## src/rtl/uart_word_ctrl.sv

```systemverilog
// Byte-to-word bridge for a UART: assembles 8 received bytes into a 64-bit word
// and serialises 64-bit words into 8 transmitter bytes.
module uart_word_ctrl #(
    parameter int unsigned TIMEOUT_CYCLES = 100000,
    parameter bit          MSB_FIRST      = 1'b1
) (
    input  logic        clk,
    input  logic        rst,
    input  logic [7:0]  rx_data,
    input  logic        rx_valid,
    output logic [63:0] word_out,
    output logic        word_valid,
    input  logic        word_ready,
    input  logic [63:0] tx_word,
    input  logic        tx_word_valid,
    output logic        tx_word_ready,
    output logic [7:0]  uart_tx_data,
    output logic        uart_tx_en,
    input  logic        uart_tx_busy,
    output logic        rx_overrun,
    output logic        rx_timeout
);

    localparam int unsigned IW = (TIMEOUT_CYCLES > 1) ? $clog2(TIMEOUT_CYCLES) : 1;
    localparam logic [IW-1:0] IDLE_LAST = IW'(TIMEOUT_CYCLES - 1);

    typedef enum logic [1:0] {
        S_IDLE,
        S_SEND,
        S_WAIT_BUSY,
        S_WAIT_DONE
    } tx_state_t;

    logic [2:0]    cnt_q, cnt_d, cnt_eff;
    logic [IW-1:0] idle_q, idle_d;
    logic [63:0]   asm_q, asm_d;
    logic [63:0]   word_q, word_d;
    logic          wv_q, wv_d;
    logic          ovr_q, ovr_d;
    logic          tmo_q, tmo_d;
    logic          done;

    tx_state_t     state_q;
    logic [63:0]   sh_q;
    logic [63:0]   sh_nx;
    logic [2:0]    idx_q;
    logic [1:0]    wcnt_q;
    logic [7:0]    txd_q;
    logic          txen_q;
    logic          txr_q;

    function automatic logic [7:0] head(input logic [63:0] w);
        return MSB_FIRST ? w[63:56] : w[7:0];
    endfunction

    // A timeout clears the byte count before this cycle's byte is counted.
    always_comb begin
        tmo_d   = (cnt_q != 3'd0) && (idle_q == IDLE_LAST);
        cnt_eff = tmo_d ? 3'd0 : cnt_q;
        asm_d   = asm_q;
        if (rx_valid) begin
            asm_d = MSB_FIRST ? {asm_q[55:0], rx_data}
                              : {rx_data, asm_q[63:8]};
        end
        cnt_d  = rx_valid ? cnt_eff + 3'd1 : cnt_eff;
        idle_d = (rx_valid || tmo_d || cnt_q == 3'd0) ? '0 : idle_q + 1'b1;
        done   = rx_valid && (cnt_eff == 3'd7);
        word_d = word_q;
        wv_d   = wv_q;
        ovr_d  = 1'b0;
        if (done) begin
            if (!wv_q || word_ready) begin
                word_d = asm_d;
                wv_d   = 1'b1;
            end else begin
                ovr_d = 1'b1;
            end
        end else if (wv_q && word_ready) begin
            wv_d = 1'b0;
        end
    end

    always_ff @(posedge clk) begin
        if (rst) begin
            cnt_q  <= 3'd0;
            idle_q <= '0;
            asm_q  <= 64'd0;
            word_q <= 64'd0;
            wv_q   <= 1'b0;
            ovr_q  <= 1'b0;
            tmo_q  <= 1'b0;
        end else begin
            cnt_q  <= cnt_d;
            idle_q <= idle_d;
            asm_q  <= asm_d;
            word_q <= word_d;
            wv_q   <= wv_d;
            ovr_q  <= ovr_d;
            tmo_q  <= tmo_d;
        end
    end

    assign sh_nx = MSB_FIRST ? {sh_q[55:0], 8'h00} : {8'h00, sh_q[63:8]};

    // The next byte is loaded on entry to SEND so it is stable for the whole byte.
    always_ff @(posedge clk) begin
        if (rst) begin
            state_q <= S_IDLE;
            sh_q    <= 64'd0;
            idx_q   <= 3'd0;
            wcnt_q  <= 2'd0;
            txd_q   <= 8'd0;
            txen_q  <= 1'b0;
            txr_q   <= 1'b0;
        end else begin
            txen_q <= 1'b0;
            unique case (state_q)
                S_IDLE: begin
                    if (txr_q && tx_word_valid) begin
                        sh_q    <= tx_word;
                        idx_q   <= 3'd0;
                        txd_q   <= head(tx_word);
                        txr_q   <= 1'b0;
                        state_q <= S_SEND;
                    end else begin
                        txr_q <= 1'b1;
                    end
                end
                S_SEND: begin
                    if (!uart_tx_busy) begin
                        txen_q  <= 1'b1;
                        wcnt_q  <= 2'd0;
                        state_q <= S_WAIT_BUSY;
                    end
                end
                S_WAIT_BUSY: begin
                    if (uart_tx_busy || wcnt_q == 2'd3) begin
                        state_q <= S_WAIT_DONE;
                    end else begin
                        wcnt_q <= wcnt_q + 2'd1;
                    end
                end
                S_WAIT_DONE: begin
                    if (!uart_tx_busy) begin
                        if (idx_q == 3'd7) begin
                            txr_q   <= 1'b1;
                            state_q <= S_IDLE;
                        end else begin
                            idx_q   <= idx_q + 3'd1;
                            sh_q    <= sh_nx;
                            txd_q   <= head(sh_nx);
                            state_q <= S_SEND;
                        end
                    end
                end
                default: state_q <= S_IDLE;
            endcase
        end
    end

    assign word_out      = word_q;
    assign word_valid    = wv_q;
    assign rx_overrun    = ovr_q;
    assign rx_timeout    = tmo_q;
    assign tx_word_ready = txr_q;
    assign uart_tx_data  = txd_q;
    assign uart_tx_en    = txen_q;

endmodule
```

## config.mk

```make
export PLATFORM = sky130hd
export DESIGN_NAME = uart_word_ctrl
export DESIGN_NICKNAME = d
export VERILOG_FILES = /design/src/rtl/uart_word_ctrl.sv
export SDC_FILE = /design/constraint.sdc
export NUM_CORES = 1
export LEC_CHECK = 0
export CAP_MARGIN = 30
export CORE_ASPECT_RATIO = 0.9
export CORE_MARGIN = 2
export CORE_UTILIZATION = 35
export DETAILED_ROUTE_END_ITERATION = 8
export SLEW_MARGIN = 20
export SYNTH_ARGS = -nofsm -noshare
export SYNTH_HDL_FRONTEND = slang
export SYNTH_SLANG_ARGS = --single-unit
```

## constraint.sdc

```tcl
create_clock -name clk -period 3.3 [get_ports clk]
set_input_delay 0.66 -clock clk [delete_from_list [all_inputs] [get_ports clk]]
set_output_delay 0.66 -clock clk [all_outputs]
set_load 0.02 [all_outputs]
```

==> Word-level counts from Yosys, hierarchy flattened <==
Index checks and enable logic that the tools add are counted.
{ "word_totals": {"out_inout_bits": 77, "inputBits": 78, "ff_bits": 224} }
{ "classes": {"bitwise": 2, "n_eq_ne": 15, "addsub": 4, "muxes": 33, "reduce_logical": 24} }
{ "ops": {"columns": ["operator", "n"], "rows": [
  ["$mux W56", 3],
  ["$pmux W56 S2", 1],
  ["$mux W64", 1],
  ["$mux W8", 3],
  ["$add A17 B1 Y17 const B", 1],
  ["$eq A17 B17 Y1 const B", 1],
  ["$pmux W8 S2", 1],
  ["$mux W3", 5],
  ["$ne A2 B2 Y1 const B", 7],
  ["$mux W2", 6],
  ["$mux W1", 9],
  ["$pmux W2 S4", 1],
  ["$reduce_and A4 Y1", 2],
  ["$add A3 B1 Y3 const B", 2],
  ["$eq A2 B2 Y1 const B", 3],
  ["$eq A3 B3 Y1 const B", 2],
  ["$pmux W3 S2", 1],
  ["$reduce_and A3 Y1", 2],
  ["$reduce_bool A2 Y1", 3],
  ["$reduce_or A2 Y1", 3],
  ["$logic_and A1 B1 Y1", 4],
  ["$logic_or A1 B1 Y1", 4],
  ["$pmux W2 S2", 1],
  ["$reduce_and A2 Y1", 2],
  ["other kinds (9)", 10]
]} }

==> Depth between registers and ports, before layout <==
Gate-level depths: netlist of run 1.
{ "logic_depth": {"word_depth": 7, "ltp_mapped": 13, "mapped_depth_nobuf": 11} }

==> Least setup slack after synthesis of run 1 <==
No wires, ideal clock.
{ "synth_timing": {"kind": "reg-to-reg", "startpoint": "reg idle_q[0]", "endpoint": "reg word_q[30], in the netlist word_out[30]", "required_ns": 3.163, "path_slack_ns": 0.890, "t_arrival_ns": 2.272, "path_buffers": 2, "setup_ns": 0.137, "stages_incl_launch_ff": 12, "cell_sequence": "dfxtp_1 > ha_1 > and4_1 > nand4_1 > and2_1 > ha_1 > ha_1 > nand2_1 > nor2b_1 > clkbuf_1 > buf_1 > a211oi_1"} }
{ "synth_between": {"elab_chain_cells": 6} }
{ "synth_rtl": {"columns": ["element", "line", "text"], "rows": [
  ["from (decl)", "35", "logic [IW-1:0] idle_q, idle_d;"],
  ["from (signal assigned)", "94", "idle_q <= idle_d;"],
  ["$eq A17 B17 Y1", "58", "tmo_d = (cnt_q != 3'd0) && (idle_q == IDLE_LAST);"],
  ["$logic_and A1 B1 Y1", "58", null],
  ["$mux W3", "59", "cnt_eff = tmo_d ? 3'd0 : cnt_q;"],
  ["$eq A3 B3 Y1", "67", "done = rx_valid && (cnt_eff == 3'd7);"],
  ["$logic_and A1 B1 Y1", "67", null],
  ["$reduce_and A2 Y1 (no line)", null, null],
  ["to (signal assigned)", "96", "word_q <= word_d;"],
  ["to (decl)", "37", "logic [63:0] word_q, word_d;"]
]} }
No other way between the ends.
A chain may end at the register's enable or synchronous reset.

==> Final worst setup path of run 1 <==
{ "layout_timing": {"startpoint": "reg idle_q[0]", "endpoint": "reg word_q[63], in the netlist word_out[63]"} }
The elaborated chain is that of the path after synthesis.

==> impl_metrics.prom, run 1 <==
# TYPE chip_impl_metric gauge
chip_impl_metric{name="cellInternalPower",unit="W"} 0.00559
chip_impl_metric{name="ctsHoldBuffers",unit=""} 0
chip_impl_metric{name="place.port_buffers",unit=""} 154
chip_impl_info{name="cts_tree",value="done"} 1
chip_impl_info{name="timing.rr.end",value="word_out[63]"} 1
chip_impl_metric{name="share_comb_of_total_power",unit="%"} 23.0
chip_impl_info{name="reg2reg_from",value="idle_q[0]"} 1
chip_impl_metric{name="holdWs",unit="ns"} 0.455
chip_impl_metric{name="finalMaxSlewViolations",unit=""} 0
chip_impl_metric{name="finalCritPeriodShare",unit="%"} 83.1
chip_impl_metric{name="static-leakage-power",unit="nW"} 3.95
chip_impl_info{name="highest-signal-layer",value="met4"} 1
chip_impl_metric{name="die-height",unit="um"} 153
chip_impl_metric{name="ys_ff_latch",unit=""} 224
chip_impl_metric{name="post-cts-setup-buffers",unit=""} 0
chip_impl_metric{name="post_synth_num_cell_types",unit=""} 46
chip_impl_info{name="outcome",value="finished clean"} 1
chip_impl_info{name="critical_path.startpoint",value="idle_q[0]"} 1
chip_impl_metric{name="number_of_synthesized_flops_with_an_enable_pin",unit=""} 0
chip_impl_metric{name="cts_max_path_buffers",unit=""} 3
chip_impl_metric{name="clock_sinks",unit=""} 224
chip_impl_metric{name="worst-endpoint-required",unit="ns"} 3.72
chip_impl_info{name="ys_flop_type",value="dfxtp_1"} 1
chip_impl_metric{name="worst_ep_arrival_time",unit="ns"} 3.16
chip_impl_metric{name="finalCriticalPeriod",unit="ns"} 2.74
chip_impl_info{name="timing.critical_path.from_type",value="flop"} 1
chip_impl_metric{name="route.detailed.drc",unit=""} 0
chip_impl_metric{name="final-setup-viol-count",unit=""} 0
chip_impl_metric{name="routed_metal_1_wirelength",unit="mm"} 9.94
chip_impl_metric{name="utilization_after_layout",unit="%"} 46.2
chip_impl_metric{name="seq_power_share",unit="%"} 42.3
chip_impl_metric{name="crit_path_max_fanout",unit=""} 128
chip_impl_metric{name="nets",unit=""} 1086
chip_impl_metric{name="slew_headroom",unit="%"} 58.2
chip_impl_metric{name="met2RoutedLength",unit="mm"} 8.59
chip_impl_metric{name="synth_area",unit="um2"} 8600
chip_impl_metric{name="detailroute.via_count",unit=""} 6415
chip_impl_metric{name="clock_insertion_delay_worst_skew",unit="ns"} 0.51
chip_impl_metric{name="swShare",unit="%"} 29.4
chip_impl_metric{name="final_wtd_congestion",unit=""} 0.775
chip_impl_metric{name="fin_worst_skew",unit="ns"} 0.00811
chip_impl_metric{name="htreeDepth",unit=""} 1
chip_impl_metric{name="fp.dieArea",unit="um2"} 25800
chip_impl_info{name="capturing_element_of_the_worst_setup_path",value="word_out[63]"} 1
chip_impl_metric{name="dr.first_iter.drc_count",unit=""} 372
chip_impl_metric{name="hold_violation_total_from_the_final_report",unit=""} 0
chip_impl_metric{name="numCtsBuffers",unit=""} 24
chip_impl_metric{name="gr-total-overflow",unit=""} 0
chip_impl_metric{name="antenna_violations_before_repair",unit=""} 0
chip_impl_metric{name="area.growth.synth_to_final",unit="%"} 30.1
chip_impl_metric{name="postSynth.asyncResetShare",unit="%"} 0
chip_impl_metric{name="clkPwrFrac",unit="%"} 34.7
chip_impl_info{name="endpoint_kind",value="flop"} 1
chip_impl_metric{name="powerDensity",unit="nW/um2"} 707
chip_impl_info{name="grt_setup_unrepaired",value="false"} 1
chip_impl_metric{name="wl_per_cell",unit="um"} 15.2
chip_impl_metric{name="detail_route.vias_per_cell",unit=""} 4.85
chip_impl_metric{name="fin_setup_tns",unit="ns"} 0
chip_impl_info{name="path_category_of_the_worst_min_delay_check",value="reg -> reg"} 1
chip_impl_metric{name="design.core.area",unit="um2"} 24200
chip_impl_metric{name="horizontal_extent_of_the_die",unit="um"} 169
chip_impl_metric{name="ir_drop",unit="uV"} 337
chip_impl_metric{name="floorplan.io_pins",unit=""} 155
chip_impl_metric{name="finalWirelength",unit="mm"} 20.0
chip_impl_info{name="path_class",value="reg -> reg"} 1
chip_impl_metric{name="postCtsResizedCells",unit=""} 0
chip_impl_metric{name="num_rows",unit=""} 54
chip_impl_metric{name="proportion_of_layout_cells_with_a_drive_suffix_above_1",unit="%"} 6.02
chip_impl_metric{name="drt_pre_antenna_iters",unit=""} 4
chip_impl_metric{name="first_pass_grt_wire_length",unit="mm"} 32.5
chip_impl_metric{name="met3WireLength",unit="mm"} 1.12
chip_impl_metric{name="worstMarginPinSlew",unit="ns"} 0.627
chip_impl_metric{name="globalRouteTotalUtil",unit="%"} 15.3
chip_impl_info{name="clock_tree.root_cell",value="clkbuf_16"} 1
chip_impl_metric{name="diodes",unit=""} 0
chip_impl_metric{name="clk_transition_reported_paths",unit="ns"} 0.06
chip_impl_metric{name="power.switching",unit="W"} 0.00233
chip_impl_metric{name="r2r_setup_slk",unit="ns"} 0.56
chip_impl_metric{name="synth_sequential_area_ratio",unit="%"} 52.2
chip_impl_metric{name="syn-instance-count",unit=""} 878
chip_impl_metric{name="initial_core_utilization",unit="%"} 35.5
chip_impl_metric{name="syn_avg_cell_area",unit="um2"} 9.79
chip_impl_metric{name="synth_nets",unit=""} 966
chip_impl_metric{name="achievable-frequency",unit="GHz"} 0.365
chip_impl_metric{name="cap_viol_max_count",unit=""} 0
chip_impl_metric{name="hpwl",unit="mm"} 13.1
chip_impl_metric{name="timing.reg2reg.worst_path_depth",unit=""} 11
chip_impl_metric{name="synth.yosys.warnings",unit=""} 0
chip_impl_metric{name="grt_pass1_vias",unit=""} 6192
chip_impl_metric{name="grt_max_degree",unit=""} 129
chip_impl_metric{name="antenna_left",unit=""} 0
-- critical path: stages (launching register included) --
cell,delay [ns]
dfxtp_1,0.33
ha_1,0.24
and4_1,0.26
nand4_1,0.21
and2_1,0.21
ha_1,0.17
ha_1,0.14
nand2_1,0.10
nor2b_4,0.15
buf_12,0.41
nor2_1,0.10
a211oi_1,0.24
-- layout make-up --
| class | instances | area, um2 |
|---|---|---|
| fillers | 2296 | 13000 |
| flip-flops and latches | 224 | 4480 |
| multi-input cells | 575 | 3790 |
| repair buffers | 164 | 1680 |
| clock buffers | 30 | 674 |
| well taps | 308 | 385 |
| clock inverters | 12 | 138 |
| inverters | 9 | 33.8 |
-- power groups by stage --
stage                     combinational (W)  clock, W  sequential, W
after floorplan                     0.00127         0        0.00339
final                               0.00182   0.00275        0.00335
after global routing                0.00206   0.00295        0.00340
after global placement              0.00180         0        0.00340
after CTS                           0.00184   0.00284        0.00335
after detailed placement            0.00184         0        0.00341
-- per-stage QoR --
step                area [um2]  setup slack (ns)  total power, W  cells
global route             11200             0.335         0.00841   1322
finish                   11200             0.559         0.00791   1322
CTS                      11200             0.592         0.00803   1322
global placement         10400             0.661         0.00520   1280
floorplan                 8600             0.890         0.00466    878
detailed placement       10400             0.581         0.00524   1280
-- metal layers --
metal | vias up | global-route usage (%)
met4 | 0 | 3.62
met1 | 2933 | 21.5
li1 | 3339 | -
met2 | 114 | 23.2
met3 | 29 | 4.16
met5 | - | 0
-- cells in the final DEF, fill, tap and decap left out, drive strengths merged, types with 3 or more instances in the layout --
| cell | n |
|---|---|
| dfxtp | 224 |
| nor2 | 206 |
| clkdlybuf4s50 | 152 |
| mux2i | 122 |
| a211oi | 121 |
| clkbuf | 30 |
| nand2 | 19 |
| a21oi | 15 |
| buf | 12 |
| ha | 10 |
| inv | 9 |
| nor3 | 9 |
| xnor2 | 8 |
| nand3b | 8 |
| clkinv | 8 |
| nand3 | 8 |
| nand4 | 6 |
| xor2 | 5 |
| or3 | 5 |
| nor4 | 4 |
| nand2b | 3 |
| bufinv | 3 |
-- sequential cells by signal, summed over array words and instances, names as in the netlist --
name,cells
uart_tx_en,1
idx_q,3
wcnt_q,2
cnt_q,3
rx_overrun,1
idle_q,17
state_q,2
tx_word_ready,1
word_valid,1
word_out,64
uart_tx_data,8
asm_q,64
sh_q,56
rx_timeout,1
-- synthesized netlist by cell type (all sizes together) (3+ instances only) --
master | n | share of area, %
nand2b | 3 | 0.22
ha | 10 | 1.5
or3 | 5 | 0.42
nor4 | 4 | 0.29
nor3 | 9 | 0.58
xor2 | 5 | 0.51
buf | 37 | 2.2
nor2 | 206 | 9.0
inv | 9 | 0.39
a211oi | 121 | 11
nand3b | 8 | 0.70
clkbuf | 33 | 1.5
nand2 | 19 | 0.83
nand4 | 6 | 0.44
mux2i | 122 | 14
xnor2 | 8 | 0.82
nand3 | 8 | 0.52
dfxtp | 224 | 52
a21oi | 15 | 0.92
-- logic make-up after synthesis --
family,Yosys count,synth area share [%]
adders and majority gates,10,1.46
DFF,224,52.2
xor gates and xnor gates,13,1.32
AOI/OAI and AO/OA,149,12.6
muxes,123,14.3
and+or+nand+nor,280,14.1
buffers and inverters,79,4.00
-- how the worst min path moves through the flow --
stage | to | slack (ns) | startpoint | cells past startpoint
2_1_floorplan | idle_q[0] | 0.43 | idle_q[0] | 1
3_3_place_gp | idx_q[2] | 0.44 | idx_q[2] | 2
3_5_place_dp | sh_q[2] | 0.45 | sh_q[2] | 2
4_1_cts | sh_q[2] | 0.46 | sh_q[2] | 2
5_1_grt | sh_q[2] | 0.48 | sh_q[2] | 2
6_report | sh_q[5] | 0.46 | sh_q[5] | 2
(Power assumes the default switching activity.)
==> inputs of run 2 (changes only) <==
==> constraint.sdc (replaced) <==
create_clock -name clk -period 2.6 [get_ports clk]
set_input_delay 0.52 -clock clk [delete_from_list [all_inputs] [get_ports clk]]
set_output_delay 0.52 -clock clk [all_outputs]
set_load 0.02 [all_outputs]
==> run 2 against run 1 <==
Clock power grew 18%. Hold slack lost 0.14 ns. Highest routed layer unchanged. Count of clock-buffer cells in the layout grew 6. Critical endpoint is now word_out[3]. Largest power group unchanged. Register-to-register slack lost 0.36 ns. Via count grew 1.2%. Design area grew 2.6%. Clock skew grew 0.0045 ns. First-iteration DRC count shrank 16%. Combinational power grew 29%. Non-clock buffer count grew 17. Worst setup slack lost 0.36 ns.
==> impl_metrics.prom, run 2 (synthesis results as in run 1) <==
# TYPE chip_impl_metric gauge
chip_impl_info{name="outcome",value="finished clean"} 1
chip_impl_metric{name="clk_transition_reported_paths",unit="ns"} 0.06
chip_impl_metric{name="hold_violation_total_from_the_final_report",unit=""} 0
chip_impl_metric{name="cts_max_path_buffers",unit=""} 3
chip_impl_metric{name="crit_path_max_fanout",unit=""} 33
chip_impl_metric{name="placed_cell_area",unit="um2"} 10500
chip_impl_metric{name="finalCritPeriodShare",unit="%"} 92.2
chip_impl_metric{name="worst-endpoint-required",unit="ns"} 3.01
chip_impl_metric{name="floorplan.io_pins",unit=""} 155
chip_impl_metric{name="detailroute.via_count",unit=""} 6490
chip_impl_metric{name="multi_input_comb_area",unit="um2"} 3880
chip_impl_metric{name="place.port_buffers",unit=""} 154
chip_impl_info{name="path_category_of_the_worst_min_delay_check",value="in -> reg"} 1
chip_impl_metric{name="initial_core_utilization",unit="%"} 35.5
chip_impl_metric{name="die-height",unit="um"} 153
chip_impl_metric{name="ctsHoldBuffers",unit=""} 0
chip_impl_metric{name="critical_path_buf_inv_count",unit=""} 3
chip_impl_metric{name="dr.first_iter.drc_count",unit=""} 312
chip_impl_metric{name="finish.instance_area",unit="um2"} 11500
chip_impl_metric{name="nets",unit=""} 1103
chip_impl_info{name="cts_tree",value="done"} 1
chip_impl_metric{name="antenna_violations_before_repair",unit=""} 0
chip_impl_metric{name="grt_max_degree",unit=""} 95
chip_impl_metric{name="globalRouteTotalUtil",unit="%"} 15.1
chip_impl_metric{name="worst_ep_arrival_time",unit="ns"} 2.80
chip_impl_metric{name="worstMarginPinSlew",unit="ns"} 0.557
chip_impl_metric{name="area.sequential",unit="um2"} 4490
chip_impl_metric{name="drt_pre_antenna_iters",unit=""} 4
chip_impl_metric{name="slew_headroom",unit="%"} 62.8
chip_impl_metric{name="hpwl",unit="mm"} 13.3
chip_impl_info{name="layout_common_cells",value="dfxtp_1 (222), nor2_1 (206), clkdlybuf4s50_1 (152)"} 1
chip_impl_metric{name="antenna_left",unit=""} 0
chip_impl_metric{name="powerDensity",unit="nW/um2"} 857
chip_impl_info{name="cp_cell_sequence",value="ha_4 -> and4_2 -> nand4_1 -> nand2_1 -> inv_1 -> ha_1 -> ha_1 -> nand2_2 -> nor2b_4 -> buf_12 -> clkbuf_16 -> a211oi_1"} 1
chip_impl_info{name="timing.critical_path.from_type",value="flop"} 1
chip_impl_info{name="critical-path-top-delay-family",value="simple AND/OR/NAND/NOR gates"} 1
chip_impl_metric{name="numCtsBuffers",unit=""} 24
chip_impl_metric{name="wl_per_cell",unit="um"} 15.8
chip_impl_info{name="cpMaxStageDelayCell",value="dfxtp_2"} 1
chip_impl_metric{name="final_wtd_congestion",unit=""} 0.785
chip_impl_metric{name="area.growth.synth_to_final",unit="%"} 33.5
chip_impl_metric{name="fin_worst_skew",unit="ns"} 0.0126
chip_impl_metric{name="grt_pass1_vias",unit=""} 6005
chip_impl_info{name="mostFrequentLayoutCell",value="dfxtp_1"} 1
chip_impl_metric{name="fill_cells",unit=""} 2264
chip_impl_metric{name="proportion_of_layout_cells_with_a_drive_suffix_above_1",unit="%"} 9.12
chip_impl_info{name="cpMostUsedCell",value="ha_1"} 1
chip_impl_metric{name="num_rows",unit=""} 54
chip_impl_metric{name="totalPowerFinal",unit="W"} 0.00984
chip_impl_metric{name="route.detailed.drc",unit=""} 0
chip_impl_metric{name="finalCriticalPeriod",unit="ns"} 2.40
chip_impl_metric{name="horizontal_extent_of_the_die",unit="um"} 169
chip_impl_info{name="clock_tree.root_cell",value="clkbuf_16"} 1
chip_impl_metric{name="diodes",unit=""} 0
chip_impl_info{name="path_class",value="reg -> reg"} 1
chip_impl_metric{name="htreeDepth",unit=""} 1
chip_impl_metric{name="achievable-frequency",unit="GHz"} 0.417
chip_impl_info{name="endpoint_kind",value="flop"} 1
chip_impl_metric{name="critPathMaxStageDelay",unit="ns"} 0.36
chip_impl_metric{name="clock_insertion_delay_worst_skew",unit="ns"} 0.51
chip_impl_metric{name="cap_viol_max_count",unit=""} 0
chip_impl_metric{name="design.core.area",unit="um2"} 24200
chip_impl_metric{name="finalWirelength",unit="mm"} 21.2
chip_impl_metric{name="final-setup-viol-count",unit=""} 0
chip_impl_metric{name="ir_drop",unit="uV"} 459
chip_impl_metric{name="static-leakage-power",unit="nW"} 4.05
chip_impl_metric{name="clock_sinks",unit=""} 224
chip_impl_metric{name="gr-total-overflow",unit=""} 0
chip_impl_metric{name="detail_route.vias_per_cell",unit=""} 4.85
chip_impl_metric{name="finalMaxSlewViolations",unit=""} 0
chip_impl_metric{name="first_pass_grt_wire_length",unit="mm"} 32.1
chip_impl_metric{name="fp.dieArea",unit="um2"} 25800
-- run 2: layout make-up --
type / count / area share, %
clock inverter: 6 / 0.305
multi-input combinational: 575 / 33.8
tap: 308 / 3.36
inverter: 9 / 0.294
clock buffer: 36 / 6.33
timing repair buffer: 181 / 16.8
sequential: 224 / 39.1
-- run 2: layer usage --
| metal | GRT usage [%] | wire [um] | share of wire, % |
|---|---|---|---|
| met1 | 21.2 | 10400 | 49 |
| met2 | 23.4 | 9300 | 44 |
| met3 | 3.58 | 1030 | 4.9 |
| met4 | 3.54 | 391 | 1.8 |
| met5 | 0 | 0 | 0 |
-- run 2: worst reg2reg max path, delay by kind of cell (launching register included) --
family / cells / cell delay, ns
buffers and inverters: 3 / 0.43
flip-flops: 1 / 0.36
adder cells (fa/ha/maj): 3 / 0.54
AND/OR/NAND/NOR: 5 / 0.75
AO/OA/AOI/OAI: 1 / 0.22
-- run 2: metrics by stage --
step	util, %	worst slack (ns)	hold WS [ns]	cells	TNS (ns)
floorplan	-	0.190	0.430	878	0
global placement	43.3	0.200	0.441	1289	0
detailed placement	43.3	0.117	0.449	1289	0
CTS	46.4	0.102	0.293	1331	0
global route	47.4	-0.000751	0.301	1339	-0.000751
finish	47.4	0.203	0.315	1339	0
-- run 2: where the power goes --
part	internal (W)	total [W]	switching, W
Sequential	0.00396	0.00424	0.000287
Combinational	0.00104	0.00234	0.00130
Clock	0.00192	0.00325	0.00133
-- run 2: worst paths after layout --
path,slack (ns),startpoint,endpoint,cells past startpoint
worst max-delay path,0.20,idle_q[0],word_out[3],12
worst min-delay path,0.31,rst,asm_q[50],2
worst max register to register,0.20,idle_q[0],word_out[3],12
worst min register to register,0.45,sh_q[1],sh_q[1],2
-- run 2: timing repair --
action                     in CTS  in global routing
resized for setup               0                 20
setup buffers                   0                  3
setup endpoints to repair       0                 64
==> inputs of run 3 (changes only) <==
--- a/config.mk
+++ b/config.mk
@@ -7,9 +7,10 @@
 export LEC_CHECK = 0
 export CAP_MARGIN = 30
 export CORE_ASPECT_RATIO = 0.9
-export CORE_MARGIN = 2
+export CORE_MARGIN = 1.5
 export CORE_UTILIZATION = 35
 export DETAILED_ROUTE_END_ITERATION = 8
+export GPL_TIMING_DRIVEN = 0
 export SLEW_MARGIN = 20
 export SYNTH_ARGS = -nofsm -noshare
 export SYNTH_HDL_FRONTEND = slang
==> run 3 against run 2 <==
Register-to-register slack worse by 0.07 ns. Fmax down 3.0%. Cell count rose by 3.5%. Critical path depth shrank 1. Via count increased by 5.1%. Clock skew increased by 0.0011 ns. Largest power group unchanged. Highest routed layer unchanged.
==> impl_metrics.prom, run 3 (synthesis results as in run 1) <==
# TYPE chip_impl_metric gauge
chip_impl_info{name="path_category_of_the_worst_min_delay_check",value="in -> reg"} 1
chip_impl_metric{name="clock_insertion_delay_worst_skew",unit="ns"} 0.51
chip_impl_metric{name="dr.first_iter.drc_count",unit=""} 401
chip_impl_metric{name="route.detailed.drc",unit=""} 0
chip_impl_metric{name="clock_sinks",unit=""} 224
chip_impl_metric{name="detail_route.vias_per_cell",unit=""} 4.92
chip_impl_info{name="cpMaxStageDelayCell",value="dfxtp_2"} 1
chip_impl_info{name="timing.critical_path.from_type",value="flop"} 1
chip_impl_metric{name="finalWirelength",unit="mm"} 23.0
chip_impl_metric{name="crit_path_max_fanout",unit=""} 10
chip_impl_info{name="reg2reg_from",value="idle_q[1]"} 1
chip_impl_metric{name="pre_cts_ws",unit="ns"} -0.317
chip_impl_metric{name="ctsHoldBuffers",unit=""} 0
chip_impl_info{name="layout_common_cells",value="dfxtp_1 (222), nor2_1 (201), clkdlybuf4s50_1 (152)"} 1
chip_impl_info{name="endpoint_kind",value="flop"} 1
chip_impl_metric{name="num_rows",unit=""} 54
chip_impl_metric{name="r2r_setup_slk",unit="ns"} 0.13
chip_impl_info{name="cp_cell_sequence",value="ha_4 -> and4_4 -> nand4_1 -> and2_4 -> ha_1 -> ha_1 -> nand2_1 -> nor2b_1 -> buf_2 -> buf_4 -> a211oi_1"} 1
chip_impl_metric{name="horizontal_extent_of_the_die",unit="um"} 168
chip_impl_metric{name="antenna_violations_before_repair",unit=""} 1
chip_impl_info{name="timing.rr.end",value="word_out[22]"} 1
chip_impl_metric{name="drt_pre_antenna_iters",unit=""} 4
chip_impl_metric{name="slew_headroom",unit="%"} 47.5
chip_impl_info{name="cts_tree",value="done"} 1
chip_impl_metric{name="utilization_after_layout",unit="%"} 47.7
chip_impl_metric{name="wl_per_cell",unit="um"} 16.6
chip_impl_metric{name="timing.reg2reg.worst_path_depth",unit=""} 11
chip_impl_metric{name="hpwl",unit="mm"} 16.8
chip_impl_metric{name="achievable-frequency",unit="GHz"} 0.405
chip_impl_metric{name="globalRouteTotalUtil",unit="%"} 17.7
chip_impl_info{name="mostFrequentLayoutCell",value="dfxtp_1"} 1
chip_impl_metric{name="proportion_of_layout_cells_with_a_drive_suffix_above_1",unit="%"} 10.5
chip_impl_metric{name="antenna_left",unit=""} 0
chip_impl_metric{name="clk_transition_reported_paths",unit="ns"} 0.06
chip_impl_metric{name="grt_max_degree",unit=""} 14
chip_impl_metric{name="fill_cells",unit=""} 2299
chip_impl_metric{name="worst-endpoint-required",unit="ns"} 3.01
chip_impl_metric{name="final-setup-viol-count",unit=""} 0
chip_impl_info{name="worst_hold_path.endpoint",value="rx_overrun"} 1
chip_impl_info{name="critical-path-top-delay-family",value="simple AND/OR/NAND/NOR gates"} 1
chip_impl_metric{name="fp.dieArea",unit="um2"} 25500
chip_impl_metric{name="htreeDepth",unit=""} 1
chip_impl_metric{name="worst_slack",unit="ns"} 0.128
chip_impl_metric{name="grt_pass1_vias",unit=""} 6579
chip_impl_metric{name="area.sequential",unit="um2"} 4490
chip_impl_metric{name="multi_input_comb_area",unit="um2"} 3860
chip_impl_metric{name="final_wtd_congestion",unit=""} 0.809
chip_impl_info{name="outcome",value="finished clean"} 1
chip_impl_metric{name="critical_path_buf_inv_count",unit=""} 2
chip_impl_metric{name="ir_drop",unit="uV"} 370
chip_impl_metric{name="initial_core_utilization",unit="%"} 35.5
chip_impl_metric{name="finalMaxSlewViolations",unit=""} 0
chip_impl_metric{name="numCtsBuffers",unit=""} 24
chip_impl_metric{name="static-leakage-power",unit="nW"} 4.13
chip_impl_info{name="clock_tree.root_cell",value="clkbuf_16"} 1
chip_impl_info{name="worst_hold_start",value="rx_valid"} 1
chip_impl_metric{name="finalCritPeriodShare",unit="%"} 95.1
chip_impl_metric{name="powerDensity",unit="nW/um2"} 893
chip_impl_metric{name="die-height",unit="um"} 152
chip_impl_metric{name="worst_ep_arrival_time",unit="ns"} 2.88
chip_impl_info{name="path_class",value="reg -> reg"} 1
chip_impl_metric{name="design.core.area",unit="um2"} 24200
chip_impl_metric{name="fin_worst_skew",unit="ns"} 0.0137
chip_impl_metric{name="detailroute.via_count",unit=""} 6818
chip_impl_metric{name="cts_max_path_buffers",unit=""} 3
chip_impl_metric{name="critPathMaxStageDelay",unit="ns"} 0.36
chip_impl_info{name="cpMostUsedCell",value="ha_1"} 1
chip_impl_metric{name="gr-total-overflow",unit=""} 0
chip_impl_metric{name="cap_viol_max_count",unit=""} 0
chip_impl_metric{name="hold_violation_total_from_the_final_report",unit=""} 0
chip_impl_info{name="grt_setup_unrepaired",value="true"} 1
chip_impl_metric{name="worstHoldPathCells",unit=""} 3
chip_impl_metric{name="floorplan.io_pins",unit=""} 155
chip_impl_metric{name="place.port_buffers",unit=""} 152
chip_impl_metric{name="finalCriticalPeriod",unit="ns"} 2.47
chip_impl_metric{name="first_pass_grt_wire_length",unit="mm"} 35.8
chip_impl_metric{name="nets",unit=""} 1147
chip_impl_metric{name="area.growth.synth_to_final",unit="%"} 34.2
chip_impl_metric{name="worstMarginPinSlew",unit="ns"} 0.788
[run 3: cell types whose count changed in the layout (fill, tap and decap cells not counted), moves of 3 or more]
cell	change
clkbuf_4	+3
buf_2	+23
buf_12	-8
buf_1	+3
clkbuf_16	-5
nor2_1	-5
bufinv_16	+3
clkbuf_1	+26
nor2_2	+5
[run 3: worst register-to-register path: cells and delay by family (launching register included)]
kind                       cells  cell delay, ns
and+or+nand+nor                5            0.89
adders and majority gates      3            0.53
buffers and inverters          2            0.39
DFF                            1            0.36
AOI/OAI and AO/OA              1            0.20
[run 3: how the worst max path moves through the flow]
stage,from,to,slack (ns),depth (start not counted)
floorplan,idle_q[0],word_out[30],0.19,11
global placement,idle_q[0],word_out[37],-0.31,11
finish,idle_q[1],word_out[22],0.13,11
CTS,idle_q[0],word_out[23],0.0009,11
detailed placement,idle_q[0],word_out[33],-0.32,11
global route,idle_q[1],word_out[28],-0.02,13
[run 3: repair_timing]
action,in CTS,in global routing
resized for setup,22,30
setup endpoints to repair,64,64
pin swaps,1,2
setup buffers,3,0
[run 3: metrics by stage]
stage,hold slack [ns],std cells,setup TNS (ns),area [um2],total power [W]
final,0.380,1386,0,11500,0.0103
after global routing,0.391,1386,-0.0406,11500,0.0109
after CTS,0.375,1385,0,11400,0.0104
after detailed placement,0.446,1338,-14.66,10500,0.00674
after global placement,0.443,1338,-14.62,10500,0.00669
after floorplan,0.430,878,0,8600,0.00592
[run 3: power breakdown]
part / switching (W) / internal, W
combinational: 0.00145 / 0.000979
clock: 0.00138 / 0.00225
sequential: 0.000290 / 0.00395
total: 0.00311 / 0.00719
[run 3: final cells by class]
| type | count | share of cell area (%) |
|---|---|---|
| clock inverter | 8 | 1.04 |
| sequential | 224 | 38.9 |
| clock buffer | 36 | 6.39 |
| timing repair buffer | 155 | 13.4 |
| multi-input combinational | 575 | 33.5 |
| tap | 308 | 3.34 |
| buffer | 70 | 3.12 |
| antenna | 1 | 0.0217 |
| inverter | 9 | 0.293 |
[run 3: metal layers]
metal	GRT usage, %	wire length (um)
met1	25.7	11600
met2	27.6	10000
met3	3.09	1060
met4	3.71	325
met5	0	0
